`config.mk`:
```
export PLATFORM = sky130hd
export DESIGN_NAME = divisor_sequencial
export DESIGN_NICKNAME = d
export VERILOG_FILES = /design/src/rtl/divisor_sequencial.sv
export SDC_FILE = /design/constraint.sdc
export NUM_CORES = 1
export LEC_CHECK = 0
export CORE_MARGIN = 3
export CORE_UTILIZATION = 35
export CTS_CLUSTER_SIZE = 28
export DETAILED_ROUTE_END_ITERATION = 7
export PLACE_DENSITY_LB_ADDON = 0.1
export REMOVE_ABC_BUFFERS = 1
export SYNTH_ARGS = -nofsm -noshare
export SYNTH_HDL_FRONTEND = slang
export SYNTH_SLANG_ARGS = --single-unit
```
`constraint.sdc`:
```
create_clock -name CLOCK_50 -period 2.13 [get_ports CLOCK_50]
set_input_delay 0.426 -clock CLOCK_50 [delete_from_list [all_inputs] [get_ports CLOCK_50]]
set_output_delay 0.426 -clock CLOCK_50 [all_outputs]
set_load 0.02 [all_outputs]
```
`src/rtl/divisor_sequencial.sv`:
```
// Sequential restoring divider: 10-bit dividend / 5-bit divisor, one quotient bit per clock.
// Results are held in output registers between done pulses; a zero divisor short-circuits to FIM.
module divisor_sequencial #(
  parameter int N_A = 10,
  parameter int N_B = 5
) (
  input  logic           CLOCK_50,
  input  logic           reset_n,
  input  logic           start,
  input  logic [N_A-1:0] dividendo,
  input  logic [N_B-1:0] divisor,
  output logic           busy,
  output logic           done,
  output logic [N_A-1:0] quociente,
  output logic [N_B-1:0] resto,
  output logic           div_zero
);

  localparam int CNT_W = $clog2(N_A + 1);
  localparam logic [CNT_W-1:0] CNT_INIT = CNT_W'(N_A);

  typedef enum logic [1:0] {IDLE, RUN, FIM} state_t;

  state_t           state_q, state_d;
  logic [N_B:0]     p_q, p_d;
  logic [N_A-1:0]   q_q, q_d;
  logic [N_B-1:0]   dvs_q, dvs_d;
  logic [CNT_W-1:0] cnt_q, cnt_d;
  logic             zero_q, zero_d;
  logic             busy_q, busy_d;
  logic             done_q, done_d;
  logic [N_A-1:0]   quo_q, quo_d;
  logic [N_B-1:0]   rem_q, rem_d;
  logic             dz_q, dz_d;

  logic [N_B:0]     p_shift;
  logic [N_B+1:0]   trial;

  always_comb begin
    p_shift = {p_q[N_B-1:0], q_q[N_A-1]};
    // Extra top bit of the trial difference acts as the borrow / sign.
    trial   = {1'b0, p_shift} - {2'b00, dvs_q};

    state_d = state_q;
    p_d     = p_q;
    q_d     = q_q;
    dvs_d   = dvs_q;
    cnt_d   = cnt_q;
    zero_d  = zero_q;
    busy_d  = busy_q;
    done_d  = 1'b0;
    quo_d   = quo_q;
    rem_d   = rem_q;
    dz_d    = dz_q;

    case (state_q)
      IDLE: begin
        if (start) begin
          dvs_d   = divisor;
          p_d     = '0;
          q_d     = dividendo;
          cnt_d   = CNT_INIT;
          busy_d  = 1'b1;
          zero_d  = (divisor == '0);
          state_d = (divisor == '0) ? FIM : RUN;
        end
      end
      RUN: begin
        if (!trial[N_B+1]) begin
          p_d = trial[N_B:0];
          q_d = {q_q[N_A-2:0], 1'b1};
        end else begin
          p_d = p_shift;
          q_d = {q_q[N_A-2:0], 1'b0};
        end
        cnt_d = cnt_q - 1'b1;
        if (cnt_q == CNT_W'(1)) state_d = FIM;
      end
      FIM: begin
        done_d  = 1'b1;
        busy_d  = 1'b0;
        state_d = IDLE;
        if (zero_q) begin
          quo_d = '1;
          rem_d = '0;
          dz_d  = 1'b1;
        end else begin
          quo_d = q_q;
          rem_d = p_q[N_B-1:0];
          dz_d  = 1'b0;
        end
      end
      default: state_d = IDLE;
    endcase
  end

  always_ff @(posedge CLOCK_50 or negedge reset_n) begin
    if (!reset_n) begin
      state_q <= IDLE;
      p_q     <= '0;
      q_q     <= '0;
      dvs_q   <= '0;
      cnt_q   <= '0;
      zero_q  <= 1'b0;
      busy_q  <= 1'b0;
      done_q  <= 1'b0;
      quo_q   <= '0;
      rem_q   <= '0;
      dz_q    <= 1'b0;
    end else begin
      state_q <= state_d;
      p_q     <= p_d;
      q_q     <= q_d;
      dvs_q   <= dvs_d;
      cnt_q   <= cnt_d;
      zero_q  <= zero_d;
      busy_q  <= busy_d;
      done_q  <= done_d;
      quo_q   <= quo_d;
      rem_q   <= rem_d;
      dz_q    <= dz_d;
    end
  end

  assign busy      = busy_q;
  assign done      = done_q;
  assign quociente = quo_q;
  assign resto     = rem_q;
  assign div_zero  = dz_q;

endmodule
```
==> results.json, run 1 <==
{
  "netlist_top_cells_count": "45 x dfrtp_1, 27 x nand2_1, 26 x o21ai_1",
  "die_area_sq_um": 7360,
  "hold_buffers": 0,
  "synth_most_common_cell": "dfrtp_1",
  "root_buffer": "clkbuf_8",
  "cpPeakStageDelay_ns": 0.42,
  "vias_per_cell": 5.00,
  "cp_slowest_cell": "fa_1",
  "grt_pass1_vias": 1609,
  "yosysUniqueCellTypes": 42,
  "cts_tree": "yes",
  "synth_top_area_share_pct": 50.5,
  "setup_ws_ns": 0.208,
  "worstMarginPinSlew_ns": 0.547,
  "core.rowCount": 28,
  "ios": 36,
  "power_frac_seq_pct": 37.5,
  "irDropWorstVdd_mv": 0.730,
  "dp.final_hpwl_mm": 3.50,
  "multi_input_area_sq_um": 982,
  "clock_power_share_pct": 13.2,
  "cts_max_path_buffers": 2,
  "nNetsFinal": 286,
  "setup_viol": 0,
  "tns_ns": 0,
  "drt_iter0_markers": 95,
  "hold_violations": 0,
  "placed_cells": 328,
  "io_buffers": 35,
  "grt-ovfl-total": 0,
  "clk_pin_slew_ns": 0.09,
  "r2r-start": "q_q[9]$_DFFE_PN0P_",
  "place_congestion": 0.753,
  "cp_cell_sequence": "inv_1 -> ha_1 -> fa_1 -> nor2b_4 -> o31ai_4 -> and2_4 -> o311ai_2",
  "synth_area_per_cell_sq_um": 9.95,
  "fin_cells": 336,
  "rsz0062_at_grt": "false",
  "post-cts-setup-buffers": 0,
  "dr_total_vias": 1679,
  "antenna_found_initial": 0,
  "seq_area_sq_um": 1130,
  "synth_area_leader_cell": "dfrtp_1",
  "arrival_ns": 2.13,
  "async_flop_share_pct": 100,
  "synthTopCellsByArea": "dfrtp_1 51%, o21ai_1 5.8%, nand2_1 4.5%",
  "cellPowerDensity_nw_per_um2": 1550,
  "max_freq_mhz": 520,
  "regToRegSetupSlack_ns": 0.21,
  "insertedDiodeCount": 0,
  "core_sq_um": 6060,
  "r2r_end": "p_q[0]$_DFFE_PN0P_",
  "die_x_um": 85.8,
  "cts_sinks": 45,
  "reg2reg_depth": 7,
  "synth_fa_ha_area_share_pct": 4.83,
  "area_delta_synth_final_pct": 23.5,
  "power.leakage_nw": 1.18,
  "netlist_instances": 224,
  "track_usage_pct": 14.1,
  "p_comb_share_pct": 49.3,
  "ys_seq_area_share_pct": 50.5,
  "required_ns": 2.34,
  "first_pass_iters": 4,
  "slew_violations": 0,
  "crit_family": "adder cells",
  "skew_ns": 0.00655,
  "place_ws_ns": 0.230,
  "synth-seq-cells": 45,
  "cts-resized-gates": 0,
  "synthXorXnorAreaFrac_pct": 0.393,
  "drc_errors": 0,
  "routed_wl_mm": 4.85,
  "cts_max_level": 2,
  "synth_top_family_by_area": "compound AO/OA/AOI/OAI gates",
  "synth_edf_count": 0,
  "grt_max_degree": 26,
  "routedWlPerCell_um": 14.4,
  "startpoint_type": "flop",
  "period_minus_slack_ns": 1.92,
  "initial_core_util_pct": 36.8,
  "status": "finished, final reports clean",
  "fin_crit_sh_pct": 90.3,
  "cp-end-kind": "flop",
  "p_sw_share_pct": 41.4,
  "synth_simple_gate_area_share_pct": 16.0,
  "synth.mux.area_fraction_pct": 1.46,
  "synth_area_sq_um": 2230,
  "synth-compound-area-share_pct": 21.4,
  "max_cap_violations": 0,
  "worst-path-buf-inv": 1,
  "ys.flop_type": "dfrtp_1",
  "yosysWarningCount": 0,
  "clk_latency_ns": 0.30,
  "grt_pass1_wl_mm": 8.11,
  "fillCellCount": 575,
  "die_h_um": 85.8,
  "cts_buffers": 5,
  "crit_fanout": 6,
  "drive_gt1_share_pct": 10.3,
  "power_switching_mw": 1.76,
  "internal_power_mw": 2.50,
  "worst_hold_path_type": "primary input to async pin",
  "antenna_left": 0,
  "critical_path_class": "flop to flop",
  "max_slew_margin_pct": 63.6
}
## metrics by stage
| stage | hold WS [ns] | total power, mW | cell area, sq um | util [%] |
|---|---|---|---|---|
| after CTS | 0.104 | 4.31 | 2750 | 45.4 |
| after floorplan | 0.130 | 2.95 | 2150 | - |
| after global placement | 0.436 | 3.70 | 2660 | 43.8 |
| after detailed placement | 0.435 | 3.73 | 2660 | 43.8 |
| after global routing | 0.116 | 4.61 | 2750 | 45.4 |
| final | 0.0893 | 4.26 | 2750 | 45.4 |
## state kept, by name (all words and copies together) (netlist names), 2 cells and up
register and cells:
p_q 5, dvs_q 5, quociente 10, cnt_q 4, state_q 2, resto 5, q_q 10
## cell type report
cell class	instances	area share (%)
sequential	45	40.9
multi-input combinational	155	35.7
inverter	10	1.36
clock buffer	6	3.00
timing repair buffer	43	15.2
clock inverter	2	0.500
tap	75	3.41
## cell usage in the layout (no fill, tap or decap), types with 2 or more instances in the layout
cell type,instances
nand2b_1,6
nor2_1,13
o31ai_1,2
buf_4,7
ha_1,7
o21ai_0,8
a22oi_1,9
clkdlybuf4s50_1,34
mux2_1,2
inv_1,10
a21oi_1,12
o311ai_2,2
clkbuf_8,6
nand4_1,3
o21ai_1,26
nor2b_1,11
nand3b_1,2
nor3_1,4
nand2_1,27
dfrtp_1,45
## power groups by stage
stage	Sequential (mW)	Clock (mW)	Combinational, mW
3_5_place_dp	1.62	0	2.11
3_3_place_gp	1.61	0	2.09
4_1_cts	1.60	0.589	2.12
2_1_floorplan	1.71	0	1.23
5_1_grt	1.66	0.625	2.32
6_report	1.60	0.564	2.10
## how the worst max path moves through the flow
| stage | from | endpoint | slack (ns) | depth (start not counted) |
|---|---|---|---|---|
| finish | q_q[9]$_DFFE_PN0P_ | p_q[0]$_DFFE_PN0P_ | 0.21 | 7 |
| CTS | q_q[9]$_DFFE_PN0P_ | p_q[0]$_DFFE_PN0P_ | 0.20 | 7 |
| global route | q_q[9]$_DFFE_PN0P_ | p_q[0]$_DFFE_PN0P_ | 0.13 | 7 |
| floorplan | state_q[0]$_DFFE_PN0P_ | div_zero$_DFFE_PN0P_ | 0.36 | 2 |
| global placement | start | dvs_q[0]$_DFFE_PN0P_ | 0.25 | 4 |
| detailed placement | start | dvs_q[0]$_DFFE_PN0P_ | 0.23 | 4 |
## cells by family (layout without fill, tap and decap cells)
logic type | after synthesis | in the layout
compound gates | 72 | 72
fa+ha+maj | 8 | 8
mux | 3 | 3
flops | 45 | 45
buf+inv | 24 | 61
simple gates | 71 | 71
xor+xnor | 1 | 1
## layer usage
layer	global-route usage, %	share of wire, %	routed length (um)	vias up
li1	-	-	-	853
met3	4.13	3.3	161	5
met4	3.45	0.95	46	0
met5	0	0	0	-
met2	20.4	43	2090	37
met1	20.8	53	2550	784
(Power assumes the default switching activity.)
==> run 2: changes to the inputs <==
--- a/config.mk
+++ b/config.mk
@@ -6,11 +6,12 @@
 export NUM_CORES = 1
 export LEC_CHECK = 0
 export CORE_MARGIN = 3
-export CORE_UTILIZATION = 35
+export CORE_UTILIZATION = 45
 export CTS_CLUSTER_SIZE = 28
 export DETAILED_ROUTE_END_ITERATION = 7
 export PLACE_DENSITY_LB_ADDON = 0.1
 export REMOVE_ABC_BUFFERS = 1
+export SLEW_MARGIN = 20
 export SYNTH_ARGS = -nofsm -noshare
 export SYNTH_HDL_FRONTEND = slang
 export SYNTH_SLANG_ARGS = --single-unit
==> results.json, run 2 (same netlist as run 1, synthesis figures left out) <==
{
  "max_cap_violations": 0,
  "internal_power_mw": 2.51,
  "mostFrequentLayoutCell": "dfrtp_1",
  "cts_max_level": 2,
  "holdWs_ns": 0.198,
  "io_buffers": 35,
  "grt_util_met2_pct": 25.5,
  "routed_wl_mm": 4.59,
  "p_sw_share_pct": 41.1,
  "required_ns": 2.33,
  "status": "finished, final reports clean",
  "cts_buffers": 5,
  "cts_tree": "yes",
  "crit_fanout": 6,
  "cpPeakStageDelay_ns": 0.43,
  "cp_slowest_cell": "fa_1",
  "drive_gt1_share_pct": 10.7,
  "clk_latency_ns": 0.29,
  "busiest_layer": "met2",
  "die_area_sq_um": 5840,
  "root_buffer": "clkbuf_8",
  "antenna_found_initial": 0,
  "drt_iter0_markers": 66,
  "fin_crit_sh_pct": 89.9,
  "cp-end-kind": "flop",
  "dp.final_hpwl_mm": 3.39,
  "p_comb_share_pct": 50.2,
  "antenna_left": 0,
  "worst_hold_path_type": "primary input to async pin",
  "routedWlPerCell_um": 14.0,
  "drc_errors": 0,
  "dr_total_vias": 1688,
  "setup_viol": 0,
  "cellPowerDensity_nw_per_um2": 1560,
  "startpoint_type": "flop",
  "fillCellCount": 422,
  "power_switching_mw": 1.75,
  "core_sq_um": 4560,
  "clk_pin_slew_ns": 0.08,
  "place_congestion": 0.828,
  "cp_cell_sequence": "inv_1 -> ha_1 -> fa_1 -> nor2b_4 -> o31ai_4 -> and2_4 -> o31ai_2",
  "critical_path_class": "flop to flop",
  "post-cts-setup-buffers": 0,
  "power.leakage_nw": 1.18,
  "die_h_um": 76.4,
  "track_usage_pct": 16.4,
  "skew_ns": 0.00648,
  "cts_max_path_buffers": 2,
  "grt-ovfl-total": 0,
  "rsz0062_at_grt": "false",
  "period_minus_slack_ns": 1.92,
  "arrival_ns": 2.12,
  "power_frac_seq_pct": 37.1,
  "slew_violations": 0,
  "postPlaceCellArea_sq_um": 2650,
  "grt_use_met3_pct": 3.78,
  "grt_max_degree": 46,
  "die_x_um": 76.4,
  "ios": 36,
  "initial_core_util_pct": 48.8,
  "hold_buffers": 0,
  "gr-usage-met1_pct": 23.4,
  "cts-resized-gates": 0,
  "core.rowCount": 24,
  "cts_sinks": 45,
  "area_delta_synth_final_pct": 22.8,
  "tns_ns": 0,
  "grt_pass1_vias": 1583,
  "nNetsFinal": 288,
  "hold_violations": 0,
  "grt_pass1_wl_mm": 7.83,
  "max_slew_margin_pct": 62.6,
  "clock_power_share_pct": 12.7,
  "final_cell_mix": "45 x dfrtp_1, 34 x clkdlybuf4s50_1, 27 x nand2_1, 26 x o21ai_1, 13 x nor2_1",
  "irDropWorstVdd_mv": 0.673,
  "worstMarginPinSlew_ns": 0.562,
  "insertedDiodeCount": 0,
  "max_freq_mhz": 522,
  "final_cell_area_sq_um": 2740,
  "first_pass_iters": 4,
  "vias_per_cell": 5.16
}
-- run 2: worst max-delay path, delay by kind of cell, from the launching register on --
| kind | cells | cell delay [ns] |
|---|---|---|
| AOI/OAI and AO/OA | 2 | 0.32 |
| adders and majority gates | 2 | 0.65 |
| buffers and inverters | 1 | 0.08 |
| DFF | 1 | 0.41 |
| and+or+nand+nor | 2 | 0.37 |
-- run 2: per-layer routing --
layer	vias up	share of wire [%]
li1	853	-
met1	794	51
met2	36	44
met3	5	4.1
met4	0	0.81
met5	-	0
-- run 2: final timing paths --
path | start | end | slack (ns) | cells past startpoint
setup / recovery | q_q[9]$_DFFE_PN0P_ | p_q[3]$_DFFE_PN0P_ | 0.21 | 7
hold / removal | reset_n | done$_DFF_PN0_ | 0.20 | 2
min in group CLOCK_50 | quociente[7]$_DFFE_PN0P_ | quociente[7]$_DFFE_PN0P_ | 0.49 | 2
setup reg to reg | q_q[9]$_DFFE_PN0P_ | p_q[3]$_DFFE_PN0P_ | 0.21 | 7
max in group asynchronous | reset_n | dvs_q[0]$_DFFE_PN0P_ | 1.54 | 2
hold reg to reg | quociente[7]$_DFFE_PN0P_ | quociente[7]$_DFFE_PN0P_ | 0.49 | 2
-- run 2: final cells by class --
class,count,area [sq um],share of cell area [%]
sequential,45,1130,41.1
inverter,10,37.5,1.37
multi-input combinational,155,982,35.9
clock inverter,1,7.51,0.274
clock buffer,6,82.6,3.02
timing repair buffer,45,420,15.4
tap,65,81.3,2.97
-- run 2: power by group through the flow --
stage / sequential, mW / combinational, mW / clock (mW)
global route: 1.65 / 2.38 / 0.593
finish: 1.58 / 2.14 / 0.542
detailed placement: 1.60 / 2.15 / 0
floorplan: 1.71 / 1.23 / 0
global placement: 1.59 / 2.11 / 0
CTS: 1.58 / 2.16 / 0.558
-- run 2: stage by stage --
stage               utilization [%]  total power [mW]  setup slack [ns]  std cells
floorplan                         -              2.95             0.364        210
global placement               58.0              3.70             0.257        320
detailed placement             58.0              3.76             0.226        320
CTS                            60.0              4.30             0.216        327
global route                   60.0              4.61             0.138        327
finish                         60.0              4.27             0.215        327
==> run 3: changes to the inputs <==
--- a/config.mk
+++ b/config.mk
@@ -11,6 +11,7 @@
 export DETAILED_ROUTE_END_ITERATION = 7
 export PLACE_DENSITY_LB_ADDON = 0.1
 export REMOVE_ABC_BUFFERS = 1
+export SKIP_CTS_REPAIR_TIMING = 1
 export SLEW_MARGIN = 20
 export SYNTH_ARGS = -nofsm -noshare
 export SYNTH_HDL_FRONTEND = slang
==> results of run 3 <==
The final DEF is identical to that of run 2; final timing and power are the same.
